## src/rtl/multicycle_ctrl_if.sv

```systemverilog
// Control bundle between the multi-cycle sequencer and the 16-bit core datapath/memory.
// The master modport is the sequencer side; the slave modport is the datapath/environment side.
interface multicycle_ctrl_if;
    logic       run;
    logic [3:0] Opcode;
    logic       zero;
    logic       mem_ack;

    logic       mem_req;
    logic       mem_we;
    logic       mem_addr_sel;
    logic       ir_load;
    logic       pc_write;
    logic [1:0] pc_src;
    logic [1:0] ALUOp;
    logic [1:0] ALUSrc;
    logic       regDst;
    logic       MemtoReg;
    logic       RegWrite;
    logic       instr_done;
    logic       busy;
    logic       fault;
    logic [2:0] state;

    modport master (
        input  run, Opcode, zero, mem_ack,
        output mem_req, mem_we, mem_addr_sel, ir_load, pc_write, pc_src,
               ALUOp, ALUSrc, regDst, MemtoReg, RegWrite, instr_done,
               busy, fault, state
    );

    modport slave (
        output run, Opcode, zero, mem_ack,
        input  mem_req, mem_we, mem_addr_sel, ir_load, pc_write, pc_src,
               ALUOp, ALUSrc, regDst, MemtoReg, RegWrite, instr_done,
               busy, fault, state
    );
endinterface

```

## src/rtl/multicycle_ctrl.sv

```systemverilog
// Multi-cycle FETCH/DECODE/EXEC/MEM/WB sequencer sharing one memory port.
// Handshake: mem_req holds from state entry through the mem_ack cycle; mem_ack is ignored unless mem_req=1.
module multicycle_ctrl #(
    parameter int WAIT_LIMIT = 15
) (
    input  logic                clk,
    input  logic                rst_n,
    multicycle_ctrl_if.master   ctl_if
);
    localparam int CW = (WAIT_LIMIT > 1) ? $clog2(WAIT_LIMIT + 1) : 1;

    localparam logic [2:0] S_IDLE   = 3'b000;
    localparam logic [2:0] S_FETCH  = 3'b001;
    localparam logic [2:0] S_DECODE = 3'b010;
    localparam logic [2:0] S_EXEC   = 3'b011;
    localparam logic [2:0] S_MEM    = 3'b100;
    localparam logic [2:0] S_WB     = 3'b101;
    localparam logic [2:0] S_FAULT  = 3'b111;

    localparam logic [3:0] OP_LW   = 4'b0000;
    localparam logic [3:0] OP_SW   = 4'b0001;
    localparam logic [3:0] OP_ADDI = 4'b0011;
    localparam logic [3:0] OP_BEQ  = 4'b1010;
    localparam logic [3:0] OP_BNE  = 4'b1011;
    localparam logic [3:0] OP_JUMP = 4'b1100;

    logic [2:0]    r_state;
    logic [2:0]    w_next;
    logic [3:0]    r_op_q;
    logic [CW-1:0] r_wait_cnt;
    logic          w_ack;
    logic          w_run;
    logic          w_timeout;
    logic [2:0]    w_boundary;

    assign w_ack      = ctl_if.mem_ack;
    assign w_run      = ctl_if.run;
    assign w_boundary = w_run ? S_FETCH : S_IDLE;
    // Only consulted in FETCH/MEM, where mem_req is always high.
    assign w_timeout  = (WAIT_LIMIT != 0) && (r_wait_cnt == CW'(WAIT_LIMIT)) && !w_ack;

    always_ff @(posedge clk or negedge rst_n) begin
        if (!rst_n) begin
            r_state    <= S_IDLE;
            r_op_q     <= 4'b0000;
            r_wait_cnt <= '0;
        end else begin
            r_state <= w_next;
            if (r_state == S_DECODE)
                r_op_q <= ctl_if.Opcode;
            // Any state change clears the counter, which covers entry into FETCH and MEM.
            if (w_next != r_state)
                r_wait_cnt <= '0;
            else if (ctl_if.mem_req && !w_ack)
                r_wait_cnt <= r_wait_cnt + CW'(1);
        end
    end

    always_comb begin
        w_next = r_state;
        case (r_state)
            S_IDLE:   if (w_run) w_next = S_FETCH;
            S_FETCH: begin
                if (w_ack)          w_next = S_DECODE;
                else if (w_timeout) w_next = S_FAULT;
            end
            S_DECODE: w_next = (ctl_if.Opcode > OP_JUMP) ? S_FAULT : S_EXEC;
            S_EXEC: begin
                case (r_op_q)
                    OP_LW, OP_SW:            w_next = S_MEM;
                    OP_BEQ, OP_BNE, OP_JUMP: w_next = w_boundary;
                    4'b0010, OP_ADDI, 4'b0100, 4'b0101, 4'b0110,
                    4'b0111, 4'b1000, 4'b1001: w_next = S_WB;
                    default:                 w_next = S_FAULT;
                endcase
            end
            S_MEM: begin
                if (w_ack)          w_next = (r_op_q == OP_SW) ? w_boundary : S_WB;
                else if (w_timeout) w_next = S_FAULT;
            end
            S_WB:     w_next = w_boundary;
            S_FAULT:  w_next = S_FAULT;
            default:  w_next = S_FAULT;
        endcase
    end

    always_comb begin
        ctl_if.mem_req      = 1'b0;
        ctl_if.mem_we       = 1'b0;
        ctl_if.mem_addr_sel = 1'b0;
        ctl_if.ir_load      = 1'b0;
        ctl_if.pc_write     = 1'b0;
        ctl_if.pc_src       = 2'b00;
        ctl_if.ALUOp        = 2'b00;
        ctl_if.ALUSrc       = 2'b00;
        ctl_if.regDst       = 1'b0;
        ctl_if.MemtoReg     = 1'b0;
        ctl_if.RegWrite     = 1'b0;
        ctl_if.instr_done   = 1'b0;
        ctl_if.busy         = (r_state != S_IDLE) && (r_state != S_FAULT);
        ctl_if.fault        = (r_state == S_FAULT);
        ctl_if.state        = r_state;
        case (r_state)
            S_FETCH: begin
                ctl_if.mem_req  = 1'b1;
                ctl_if.ir_load  = w_ack;
                ctl_if.pc_write = w_ack;
            end
            S_EXEC: begin
                case (r_op_q)
                    OP_LW, OP_SW: begin
                        ctl_if.ALUOp  = 2'b01;
                        ctl_if.ALUSrc = 2'b01;
                    end
                    OP_ADDI: ctl_if.ALUSrc = 2'b10;
                    OP_BEQ, OP_BNE: begin
                        ctl_if.ALUOp      = 2'b10;
                        ctl_if.pc_src     = 2'b01;
                        ctl_if.pc_write   = (r_op_q == OP_BEQ) ? ctl_if.zero : !ctl_if.zero;
                        ctl_if.instr_done = 1'b1;
                    end
                    OP_JUMP: begin
                        ctl_if.pc_src     = 2'b10;
                        ctl_if.pc_write   = 1'b1;
                        ctl_if.instr_done = 1'b1;
                    end
                    default: ;
                endcase
            end
            S_MEM: begin
                ctl_if.mem_req      = 1'b1;
                ctl_if.mem_addr_sel = 1'b1;
                ctl_if.mem_we       = (r_op_q == OP_SW);
                ctl_if.ALUOp        = 2'b01;
                ctl_if.ALUSrc       = 2'b01;
                ctl_if.instr_done   = w_ack && (r_op_q == OP_SW);
            end
            S_WB: begin
                ctl_if.RegWrite   = 1'b1;
                ctl_if.regDst     = (r_op_q != OP_LW) && (r_op_q != OP_ADDI);
                ctl_if.MemtoReg   = (r_op_q == OP_LW);
                ctl_if.instr_done = 1'b1;
            end
            default: ;
        endcase
    end
endmodule

```

## src/flat_wrapper.sv

```systemverilog
// flat-port wrapper written by rule: the top's interface ports become plain ports
module multicycle_ctrl_flat 
#(
    parameter int WAIT_LIMIT = 15
)
  (clk, rst_n, ctl_if_run, ctl_if_Opcode, ctl_if_zero, ctl_if_mem_ack, ctl_if_mem_req, ctl_if_mem_we, ctl_if_mem_addr_sel, ctl_if_ir_load, ctl_if_pc_write, ctl_if_pc_src, ctl_if_ALUOp, ctl_if_ALUSrc, ctl_if_regDst, ctl_if_MemtoReg, ctl_if_RegWrite, ctl_if_instr_done, ctl_if_busy, ctl_if_fault, ctl_if_state);
  multicycle_ctrl_if ctl_if_i ();
  input  logic clk;
  input  logic rst_n;
  input wire logic [$bits(ctl_if_i.run)-1:0] ctl_if_run;
  input wire logic [$bits(ctl_if_i.Opcode)-1:0] ctl_if_Opcode;
  input wire logic [$bits(ctl_if_i.zero)-1:0] ctl_if_zero;
  input wire logic [$bits(ctl_if_i.mem_ack)-1:0] ctl_if_mem_ack;
  output wire logic [$bits(ctl_if_i.mem_req)-1:0] ctl_if_mem_req;
  output wire logic [$bits(ctl_if_i.mem_we)-1:0] ctl_if_mem_we;
  output wire logic [$bits(ctl_if_i.mem_addr_sel)-1:0] ctl_if_mem_addr_sel;
  output wire logic [$bits(ctl_if_i.ir_load)-1:0] ctl_if_ir_load;
  output wire logic [$bits(ctl_if_i.pc_write)-1:0] ctl_if_pc_write;
  output wire logic [$bits(ctl_if_i.pc_src)-1:0] ctl_if_pc_src;
  output wire logic [$bits(ctl_if_i.ALUOp)-1:0] ctl_if_ALUOp;
  output wire logic [$bits(ctl_if_i.ALUSrc)-1:0] ctl_if_ALUSrc;
  output wire logic [$bits(ctl_if_i.regDst)-1:0] ctl_if_regDst;
  output wire logic [$bits(ctl_if_i.MemtoReg)-1:0] ctl_if_MemtoReg;
  output wire logic [$bits(ctl_if_i.RegWrite)-1:0] ctl_if_RegWrite;
  output wire logic [$bits(ctl_if_i.instr_done)-1:0] ctl_if_instr_done;
  output wire logic [$bits(ctl_if_i.busy)-1:0] ctl_if_busy;
  output wire logic [$bits(ctl_if_i.fault)-1:0] ctl_if_fault;
  output wire logic [$bits(ctl_if_i.state)-1:0] ctl_if_state;
  assign ctl_if_i.run = ctl_if_run;
  assign ctl_if_i.Opcode = ctl_if_Opcode;
  assign ctl_if_i.zero = ctl_if_zero;
  assign ctl_if_i.mem_ack = ctl_if_mem_ack;
  assign ctl_if_mem_req = ctl_if_i.mem_req;
  assign ctl_if_mem_we = ctl_if_i.mem_we;
  assign ctl_if_mem_addr_sel = ctl_if_i.mem_addr_sel;
  assign ctl_if_ir_load = ctl_if_i.ir_load;
  assign ctl_if_pc_write = ctl_if_i.pc_write;
  assign ctl_if_pc_src = ctl_if_i.pc_src;
  assign ctl_if_ALUOp = ctl_if_i.ALUOp;
  assign ctl_if_ALUSrc = ctl_if_i.ALUSrc;
  assign ctl_if_regDst = ctl_if_i.regDst;
  assign ctl_if_MemtoReg = ctl_if_i.MemtoReg;
  assign ctl_if_RegWrite = ctl_if_i.RegWrite;
  assign ctl_if_instr_done = ctl_if_i.instr_done;
  assign ctl_if_busy = ctl_if_i.busy;
  assign ctl_if_fault = ctl_if_i.fault;
  assign ctl_if_state = ctl_if_i.state;
  multicycle_ctrl #(.WAIT_LIMIT(WAIT_LIMIT)) u_core (.clk(clk), .rst_n(rst_n), .ctl_if(ctl_if_i));
endmodule
```

## config.mk

```make
export PLATFORM = sky130hd
export DESIGN_NAME = multicycle_ctrl_flat
export DESIGN_NICKNAME = d
export VERILOG_FILES = /design/src/rtl/multicycle_ctrl_if.sv /design/src/rtl/multicycle_ctrl.sv /design/src/flat_wrapper.sv
export SDC_FILE = /design/constraint.sdc
export NUM_CORES = 1
export LEC_CHECK = 0
export ABC_AREA = 1
export CORE_MARGIN = 1.5
export CORE_UTILIZATION = 40
export CTS_BUF_LIST = sky130_fd_sc_hd__clkbuf_8
export DETAILED_ROUTE_END_ITERATION = 8
export MAX_ROUTING_LAYER = met4
export PLACE_DENSITY = 0.7
export SLEW_MARGIN = 40
export SYNTH_ARGS = -nofsm -noshare
export SYNTH_HDL_FRONTEND = slang
export SYNTH_SLANG_ARGS = --single-unit
```

## constraint.sdc

```tcl
create_clock -name clk -period 1.95 [get_ports clk]
set_input_delay 0.39 -clock clk [delete_from_list [all_inputs] [get_ports clk]]
set_output_delay 0.39 -clock clk [all_outputs]
set_load 0.02 [all_outputs]
```

==> results of run 1 <==
## cells by family after synthesis
kind of cell               Yosys count
xor gates and xnor gates             4
DFF                                 11
AOI/OAI and AO/OA                   12
and+or+nand+nor                     88
adders and majority gates            1
buffers and inverters               24
## power groups by stage
stage	clock, W	combinational, W	sequential (W)
finish	0.000213	0.0000326	0.000229
global route	0.000229	0.0000352	0.000229
CTS	0.000219	0.0000327	0.000229
detailed placement	0	0.0000324	0.000232
global placement	0	0.0000319	0.000232
floorplan	0	0.00000491	0.000232
## worst max-delay path, cell delays in order (launching register included)
cell,delay [ps]
dfrtp_2,450
nor2_2,190
nand2_4,60
nor3b_2,190
a21oi_1,110
nand2_1,70
clkdlybuf4s15_2,250
## layout make-up
cell class                      instances  area, um^2  share of cell area
Multi-Input combinational cell        105         572               0.399
Tap cell                               28        35.0              0.0245
Sequential cell                        11         278               0.194
Timing Repair Buffer                   53         417               0.291
Clock inverter                          1        3.75             0.00262
Clock buffer                            3        41.3              0.0288
Inverter                               23        86.3              0.0603
## routing by layer
metal / global-route usage / wire length, um / part of all wire
met5: - / 0 / 0
met1: 0.299 / 1260 / 0.48
met4: 0.0746 / 25 / 0.0095
met2: 0.365 / 1220 / 0.46
met3: 0.0263 / 126 / 0.048
## sequential cells by signal, summed over array words and instances, names as in the netlist
signal / count
u_core.ctl_if.state: 3
u_core.r_op_q: 4
u_core.r_wait_cnt: 4
## path summary, 6_finish.rpt
path,startpoint,endpoint,slack [ps]
worst max-delay path,u_core.ctl_if.state[0],ctl_if_instr_done,10
worst min-delay path,rst_n,u_core.r_op_q[0],490
worst max register to register,u_core.ctl_if.state[0],u_core.r_wait_cnt[3],260
worst min register to register,u_core.r_op_q[0],u_core.r_op_q[0],640
max in group asynchronous,rst_n,u_core.ctl_if.state[2],1090
min in group clk,u_core.r_op_q[0],u_core.r_op_q[0],640
## stage by stage
stage,total power (W),setup slack (ps)
final,0.000474,10.1
after global routing,0.000493,-82.9
after CTS,0.000481,9.82
after detailed placement,0.000265,-202
after global placement,0.000264,-199
after floorplan,0.000237,0.811
## layout by cell type (no fill, tap or decap)
| cell type | instances |
|---|---|
| inv_1 | 15 |
| nand3_2 | 2 |
| nor3_2 | 4 |
| clkbuf_2 | 9 |
| dfrtp_1 | 9 |
| a21oi_1 | 2 |
| nor2_4 | 1 |
| dfrtp_2 | 2 |
| o21ai_2 | 1 |
| o21ai_0 | 6 |
| nor3_4 | 1 |
| ha_1 | 1 |
| buf_4 | 25 |
| clkdlybuf4s15_1 | 1 |
| nand2_4 | 2 |
| xnor2_1 | 3 |
| nor3_1 | 1 |
| inv_2 | 9 |
| nor2_2 | 2 |
| clkdlybuf4s50_1 | 11 |
| clkbuf_8 | 3 |
| clkdlybuf4s15_2 | 1 |
| nand2_2 | 3 |
| nor3b_2 | 1 |
| nand2_1 | 35 |
| nand4_1 | 3 |
| a31oi_1 | 1 |
| xor2_1 | 1 |
| dlygate4sd2_1 | 6 |
| nand3_1 | 17 |
| nor2_1 | 15 |
| nor4_1 | 1 |
| o21ai_1 | 1 |
| o211ai_1 | 1 |
## what timing repair did
item | in CTS | in global routing
pin swaps | 0 | 0
resized for setup | 22 | 23
setup endpoints to repair | 17 | 11
==> results.cfg, run 1 <==
[run_status]
status = finished clean

[setup_path]
end_kind = primary output
critPathArrivalTime_ps = 1550
criticalPathCategory = reg -> out
r2r_cells = 11
crit_required_ps = 1560
path_max_fanout = 6
start_kind = register

[timing]
finalSetupViolCount = 0
finalHoldViolations = 0
fmax_mhz = 515
finalHoldWorstSlack_ps = 493
rsz0062_at_grt = true
min_period_ps = 1940
setup_tns_ps = 0
slew_headroom = 0.666
worst_slew_pin_slew_ps = 500
skew_ps = 5.19
drv_slew = 0
finalCritPeriodShare = 0.995

[pwr]
p_sw_frac = 0.189
clockPowerShare = 0.449
p_leak_nw = 0.769
ir_drop_v = 0.000368
seqPwrFrac = 0.482
switchingPower_w = 0.0000895
internal-power_w = 0.000385
combPwrFrac = 0.069
cellPowerDensity_nw_per_um2 = 331

[run]
max_cap_viol_count = 0

[synthesis]
yosysMostFrequentCell = nand2_1
syn_nets = 150
synth_area_leader_cell = dfrtp_1
yosysWarningCount = 0
async_flop_share = 1.00
synth.distinct_cells = 26
synthAdderAreaFrac = 0.0134
synth.top_cells.by_count = 35 x nand2_1, 17 x nand3_1, 15 x nor2_1, 14 x inv_1, 11 x dfrtp_1
synth_seq_cells = 11
synth_flop_cell = dfrtp_1
synth_top_family_by_area = simple AND/OR/NAND/NOR gates
synth_mux_area_frac = 0
synthXorXnorAreaFrac = 0.0374
synth.area.top_cells = dfrtp_1 29%, nand2_1 14%, nand3_1 9.1%
synth_edf_count = 0
syn_inst = 140
synthSimpleGateAreaFrac = 0.483
syn_area_um2 = 936
synth-compound-area-share = 0.0722
post-synth-top-area-fraction = 0.294
syn_area_per_cell_um2 = 6.68
yosysSeqAreaShare = 0.294

[detailed_routing]
drtIter0Drc = 28
drc = 0
firstDrtPassIters = 4
ant_nets = 0
drt_wl_total_um = 2630
dr_total_vias = 1112
routed_via_density = 4.96
wl_per_cell_um = 11.7

[floorplanning]
core_um2 = 2210
io_pins = 29
num_rows = 17
die_area_um2 = 2640
die_h_um = 51.4
start_util = 0.423
die_w_um = 51.4

[cells_and_area]
final_core_util = 0.648
areaGrowthSynthToFinish_pct = 53.1
fillers = 206
drive_gt1_frac = 0.337
antenna_cells = 0
final_nets = 207
design_area_um2 = 1430
stdcell_count = 224

[global_route]
overflow = 0
grt_max_degree = 12
antenna_found_initial = 0
grt_pass1_vias = 1070
grt_usage = 0.227
grt_pass1_wl_um = 4490

[clock_tree]
clkTransAtPathRegs_ps = 50
cts_root_buf = clkbuf_8
cts-buffers-inserted = 3
hold_buffers = 0
clkLatencyLatePin_ps = 230
htree_levels = 1
post-cts-setup-buffer-count = 0
tritoncts = built
cts_sinks = 11
cts_buffer_depth = 2

[placement]
portBuffers = 28
routabilityCongestion = 1.01
placed_cells = 220
dpl_cell_area_um2 = 1440
dp_hpwl_um = 2130

[min_path]
hold_class = in -> async
Power figures use the tool's default switching activity.
==> run 2: changes to the inputs <==
==> constraint.sdc (replaced) <==
create_clock -name clk -period 1.86 [get_ports clk]
set_input_delay 0.372 -clock clk [delete_from_list [all_inputs] [get_ports clk]]
set_output_delay 0.372 -clock clk [all_outputs]
set_load 0.02 [all_outputs]
==> run 2 against run 1 <==
  * Via count increased by 6.0%
  * Clock skew increased by 3.4 ps
  * Clock power increased by 8%
  * Non-clock buffer count increased by 14
  * Core utilization increased by 5.7 points
  * Final area increased by 8.7%
  * First-iteration DRC count decreased by 43%
  * Combinational power increased by 11%
  * Critical endpoint is now ctl_if_mem_req
  * Largest power group unchanged
  * Highest routed layer unchanged
==> results.cfg, run 2 (synthesis results as in run 1) <==
[floorplanning]
core_um2 = 2210
start_util = 0.423
num_rows = 17
die_area_um2 = 2640
io_pins = 29
die_h_um = 51.4
die_w_um = 51.4

[cells_and_area]
final_common_cell = buf_4
layout_common_cells = 40 x buf_4, 35 x nand2_1, 17 x nand3_1
drive_gt1_frac = 0.429
areaGrowthSynthToFinish_pct = 66.4
multi_input_area_um2 = 596
fillers = 188
antenna_cells = 0
final_core_util = 0.704
final_nets = 221
seqCellArea_um2 = 280

[timing]
finalHoldViolations = 0
finalCritPeriodShare = 0.967
skew_ps = 8.56
min_period_ps = 1800
drv_slew = 0
slew_headroom = 0.689
worst_slew_pin_slew_ps = 465
fmax_mhz = 556
finalSetupViolCount = 0
setup_slack_ps = 61.0
rsz0062_at_grt = false

[clock_tree]
hold_buffers = 0
clkTransAtPathRegs_ps = 50
cts_root_buf = clkbuf_8
htree_levels = 1
clkLatencyLatePin_ps = 240
cts_sinks = 11
tritoncts = built
cts-buffers-inserted = 3
cts_buffer_depth = 2

[global_route]
overflow = 0
grt_pass1_vias = 1162
grt_pass1_wl_um = 4870
grt_usage = 0.249
antenna_found_initial = 0
grt_max_degree = 12

[pwr]
cellPowerDensity_nw_per_um2 = 325
p_leak_nw = 0.856
ir_drop_v = 0.000423
p_total_w = 0.000506

[setup_path]
crit_required_ps = 1490
start_kind = register
critPathArrivalTime_ps = 1430
path_max_fanout = 4
end_kind = primary output
criticalPathCategory = reg -> out

[placement]
portBuffers = 28
place_ws_ps = -298
dp_hpwl_um = 2440
routabilityCongestion = 1.01

[run]
max_cap_viol_count = 0

[detailed_routing]
routed_via_density = 4.95
firstDrtPassIters = 4
dr_total_vias = 1179
drt_wl_total_um = 2860
drc = 0
ant_nets = 0
wl_per_cell_um = 12.0
drtIter0Drc = 16

[min_path]
hold_class = in -> async

[run_status]
status = finished clean
## run 2: cell count changes in the layout (fill, tap and decap cells not counted), moves of 3 or more
cell / change
buf_4: +15
buf_2: +8
clkbuf_2: -6
dlygate4sd2_1: -3
## run 2: where the power goes
group | internal (W) | switching (W) | leakage [nW] | total (W)
registers | 0.000240 | 0 | 0.116 | 0.000240
logic | 0.0000209 | 0.0000153 | 0.714 | 0.0000362
clock network | 0.000144 | 0.0000850 | 0.0269 | 0.000229
total | 0.000405 | 0.000100 | 0.856 | 0.000506
## run 2: critical path: stages (launching register included)
cell	delay [ps]
dfrtp_2	440
nor2_4	150
nand2_4	70
buf_4	160
nand2_4	60
clkdlybuf4s15_1	310
## run 2: layer usage
layer / vias to the layer above / global-route usage / part of all wire
li1: 592 / - / -
met1: 550 / 0.334 / 0.46
met2: 33 / 0.402 / 0.49
met3: 4 / 0.0117 / 0.037
met4: 0 / 0.0921 / 0.017
met5: - / - / 0
## run 2: area by class of cell
class / instances / share of cell area
inverters: 23 / 0.0554
multi-input cells: 105 / 0.382
well taps: 28 / 0.0225
repair buffers: 67 / 0.331
clock buffers: 3 / 0.0265
clock inverters: 1 / 0.00241
flip-flops and latches: 11 / 0.180
## run 2: worst paths after layout
path                                         from                     end  slack, ps  depth (start not counted)
min reg2reg                  u_core.r_wait_cnt[3]    u_core.r_wait_cnt[3]        610                          2
max reg2reg                u_core.ctl_if.state[1]    u_core.r_wait_cnt[2]        240                         11
max in group asynchronous                   rst_n  u_core.ctl_if.state[1]       1050                          1
min                                         rst_n        u_core.r_op_q[0]        450                          1
max                        u_core.ctl_if.state[1]          ctl_if_mem_req         60                          5
min in group clk             u_core.r_wait_cnt[3]    u_core.r_wait_cnt[3]        610                          2
## run 2: timing repair
action	4_1_cts	5_1_grt
endpoints found under the setup margin	18	15
pin swaps	0	1
gates resized for setup	51	19
cloned	0	0
setup buffers	0	1
## run 2: through the flow
stage / std cells / area [um^2] / setup TNS, ps / hold WS, ps
6_report: 238 / 1560 / 0 / 454
5_1_grt: 238 / 1560 / 0 / 507
3_5_place_dp: 233 / 1550 / -1900 / 598
3_3_place_gp: 233 / 1550 / -1240 / 611
4_1_cts: 237 / 1590 / -74.9 / 462
2_1_floorplan: 140 / 953 / 0 / 76.4
==> run 3: changes to the inputs <==
--- a/config.mk
+++ b/config.mk
@@ -7,11 +7,11 @@
 export LEC_CHECK = 0
 export ABC_AREA = 1
 export CORE_MARGIN = 1.5
-export CORE_UTILIZATION = 40
+export CORE_UTILIZATION = 48
 export CTS_BUF_LIST = sky130_fd_sc_hd__clkbuf_8
 export DETAILED_ROUTE_END_ITERATION = 8
 export MAX_ROUTING_LAYER = met4
-export PLACE_DENSITY = 0.7
+export PLACE_DENSITY = 0.82
 export SLEW_MARGIN = 40
 export SYNTH_ARGS = -nofsm -noshare
 export SYNTH_HDL_FRONTEND = slang
==> run 3 against run 2 <==
  * The flow now finishes with violations (negative setup slack)
  * Largest power group is now clock
  * Clock skew shrank 6.7 ps
  * Fmax shrank 5.4%
  * Final area grew 0.40%
  * Sequential share of layout area is essentially flat
  * Final cell count shrank 1.7%
  * First-iteration DRC count grew to 5.3 times the previous value
  * Sequential cell count is the same
  * Die area shrank 16%
  * Critical endpoint is now ctl_if_pc_src[0]
==> results.cfg, run 3 (synthesis results as in run 1) <==
[run_status]
status = finished, violations left
violations = negative setup slack

[setup_path]
slowest_delay_ps = 420
critPathArrivalTime_ps = 1530
crit_top_cell = nand2_1
crit_chain = buf_6, nand2_1, nor2_1, nand2_1, buf_4, inv_1, buf_2
path_max_fanout = 4
crit_required_ps = 1490
start_kind = register
end_kind = primary output
crit_slowest_cell = dfrtp_2
criticalPathCategory = reg -> out

[cells_and_area]
seqCellArea_um2 = 282
multi_input_area_um2 = 618
drive_gt1_frac = 0.464
fillers = 90
antenna_cells = 0
final_nets = 220
layout_common_cells = 39 x buf_4, 31 x nand2_1, 17 x nand3_1
areaGrowthSynthToFinish_pct = 67.1
stdcell_count = 234
design_area_um2 = 1560
final_common_cell = buf_4

[pwr]
combPwrFrac = 0.075
clockPowerShare = 0.467
p_sw_frac = 0.225
seqPwrFrac = 0.458
ir_drop_v = 0.000584
cellPowerDensity_nw_per_um2 = 334
internal-power_w = 0.000405
switchingPower_w = 0.000118
p_leak_nw = 0.854

[clock_tree]
cts-buffers-inserted = 3
tritoncts = built
cts_buffer_depth = 2
htree_levels = 1
cts_root_buf = clkbuf_8
clkTransAtPathRegs_ps = 50
cts_sinks = 11
clkLatencyLatePin_ps = 240
hold_buffers = 0

[floorplanning]
die_h_um = 47.2
die_area_um2 = 2220
core_um2 = 1780
num_rows = 15
die_w_um = 47.2
io_pins = 29
start_util = 0.525

[global_route]
overflow = 0
grt_max_degree = 12
grt_pass1_wl_um = 6550
grt_pass1_vias = 1297
antenna_found_initial = 0
grt_usage = 0.458

[timing]
setup_slack_ps = -42.4
fmax_mhz = 526
slew_headroom = 0.619
finalCritPeriodShare = 1.02
rsz0062_at_grt = true
min_period_ps = 1900
drv_slew = 0
finalHoldViolations = 0
finalSetupViolCount = 3
finalHoldWorstSlack_ps = 498
skew_ps = 1.91
setup_tns_ps = -57.1
worst_slew_pin_slew_ps = 570

[detailed_routing]
ant_nets = 0
drc = 0
drt_wl_total_um = 4330
wl_per_cell_um = 18.5
firstDrtPassIters = 5
drtIter0Drc = 85
routed_via_density = 6.00
dr_total_vias = 1405

[placement]
routabilityCongestion = 0.939
dp_hpwl_um = 2540
dpl_cell_area_um2 = 1510
placed_cells = 225
place_ws_ps = -276
portBuffers = 28

[run]
max_cap_viol_count = 0

[min_path]
hold_class = in -> async
## run 3: metal layers
metal  up-vias  GRT usage  wire [um]  part of all wire
met5         -          -          0                 0
met4         0      0.250        289             0.067
met3        34      0.138        518              0.12
met1       633      0.521       1530              0.35
met2       150      0.715       2000              0.46
li1        588          -          -                 -
## run 3: area by class of cell
class	instances	area share
well taps	25	0.0200
clock buffers	3	0.0264
multi-input cells	105	0.395
clock inverters	1	0.00240
flip-flops and latches	11	0.180
inverters	23	0.0552
repair buffers	66	0.321
## run 3: stage by stage
step	utilization	power [W]
after global routing	0.877	0.000540
after floorplan	-	0.000249
after CTS	0.888	0.000516
after global placement	0.844	0.000278
after detailed placement	0.844	0.000280
final	0.877	0.000522
## run 3: worst max-delay path: cells and delay by family (launching register included)
kind	cells	cell delay, ps
buf+inv	4	510
flops	1	420
simple gates	3	360
## run 3: timing repair
item / 4_1_cts / 5_1_grt
gates resized for setup: 53 / 29
endpoints found under the hold margin: 0 / 0
setup endpoints to repair: 17 / 19
pin swaps: 1 / 2
cloned: 0 / 0
buffers inserted: 4 / 1
## run 3: power groups by stage
stage               sequential (W)  combinational [W]  clock [W]
floorplan                 0.000244         0.00000515          0
global placement          0.000244          0.0000339          0
detailed placement        0.000244          0.0000362          0
CTS                       0.000240          0.0000367   0.000240
global route              0.000239          0.0000410   0.000260
finish                    0.000239          0.0000392   0.000244
## run 3: final timing paths
| kind | cells past startpoint | endpoint | startpoint | slack, ps |
|---|---|---|---|---|
| worst max register to register | 11 | u_core.r_wait_cnt[2] | u_core.r_op_q[2] | 50 |
| min in group clk | 2 | u_core.r_op_q[1] | u_core.r_op_q[1] | 660 |
| worst min-delay path | 1 | u_core.ctl_if.state[0] | rst_n | 500 |
| worst max-delay path | 7 | ctl_if_pc_src[0] | u_core.r_op_q[3] | -40 |
| worst min register to register | 2 | u_core.r_op_q[1] | u_core.r_op_q[1] | 660 |
| max in group asynchronous | 1 | u_core.r_op_q[1] | rst_n | 960 |
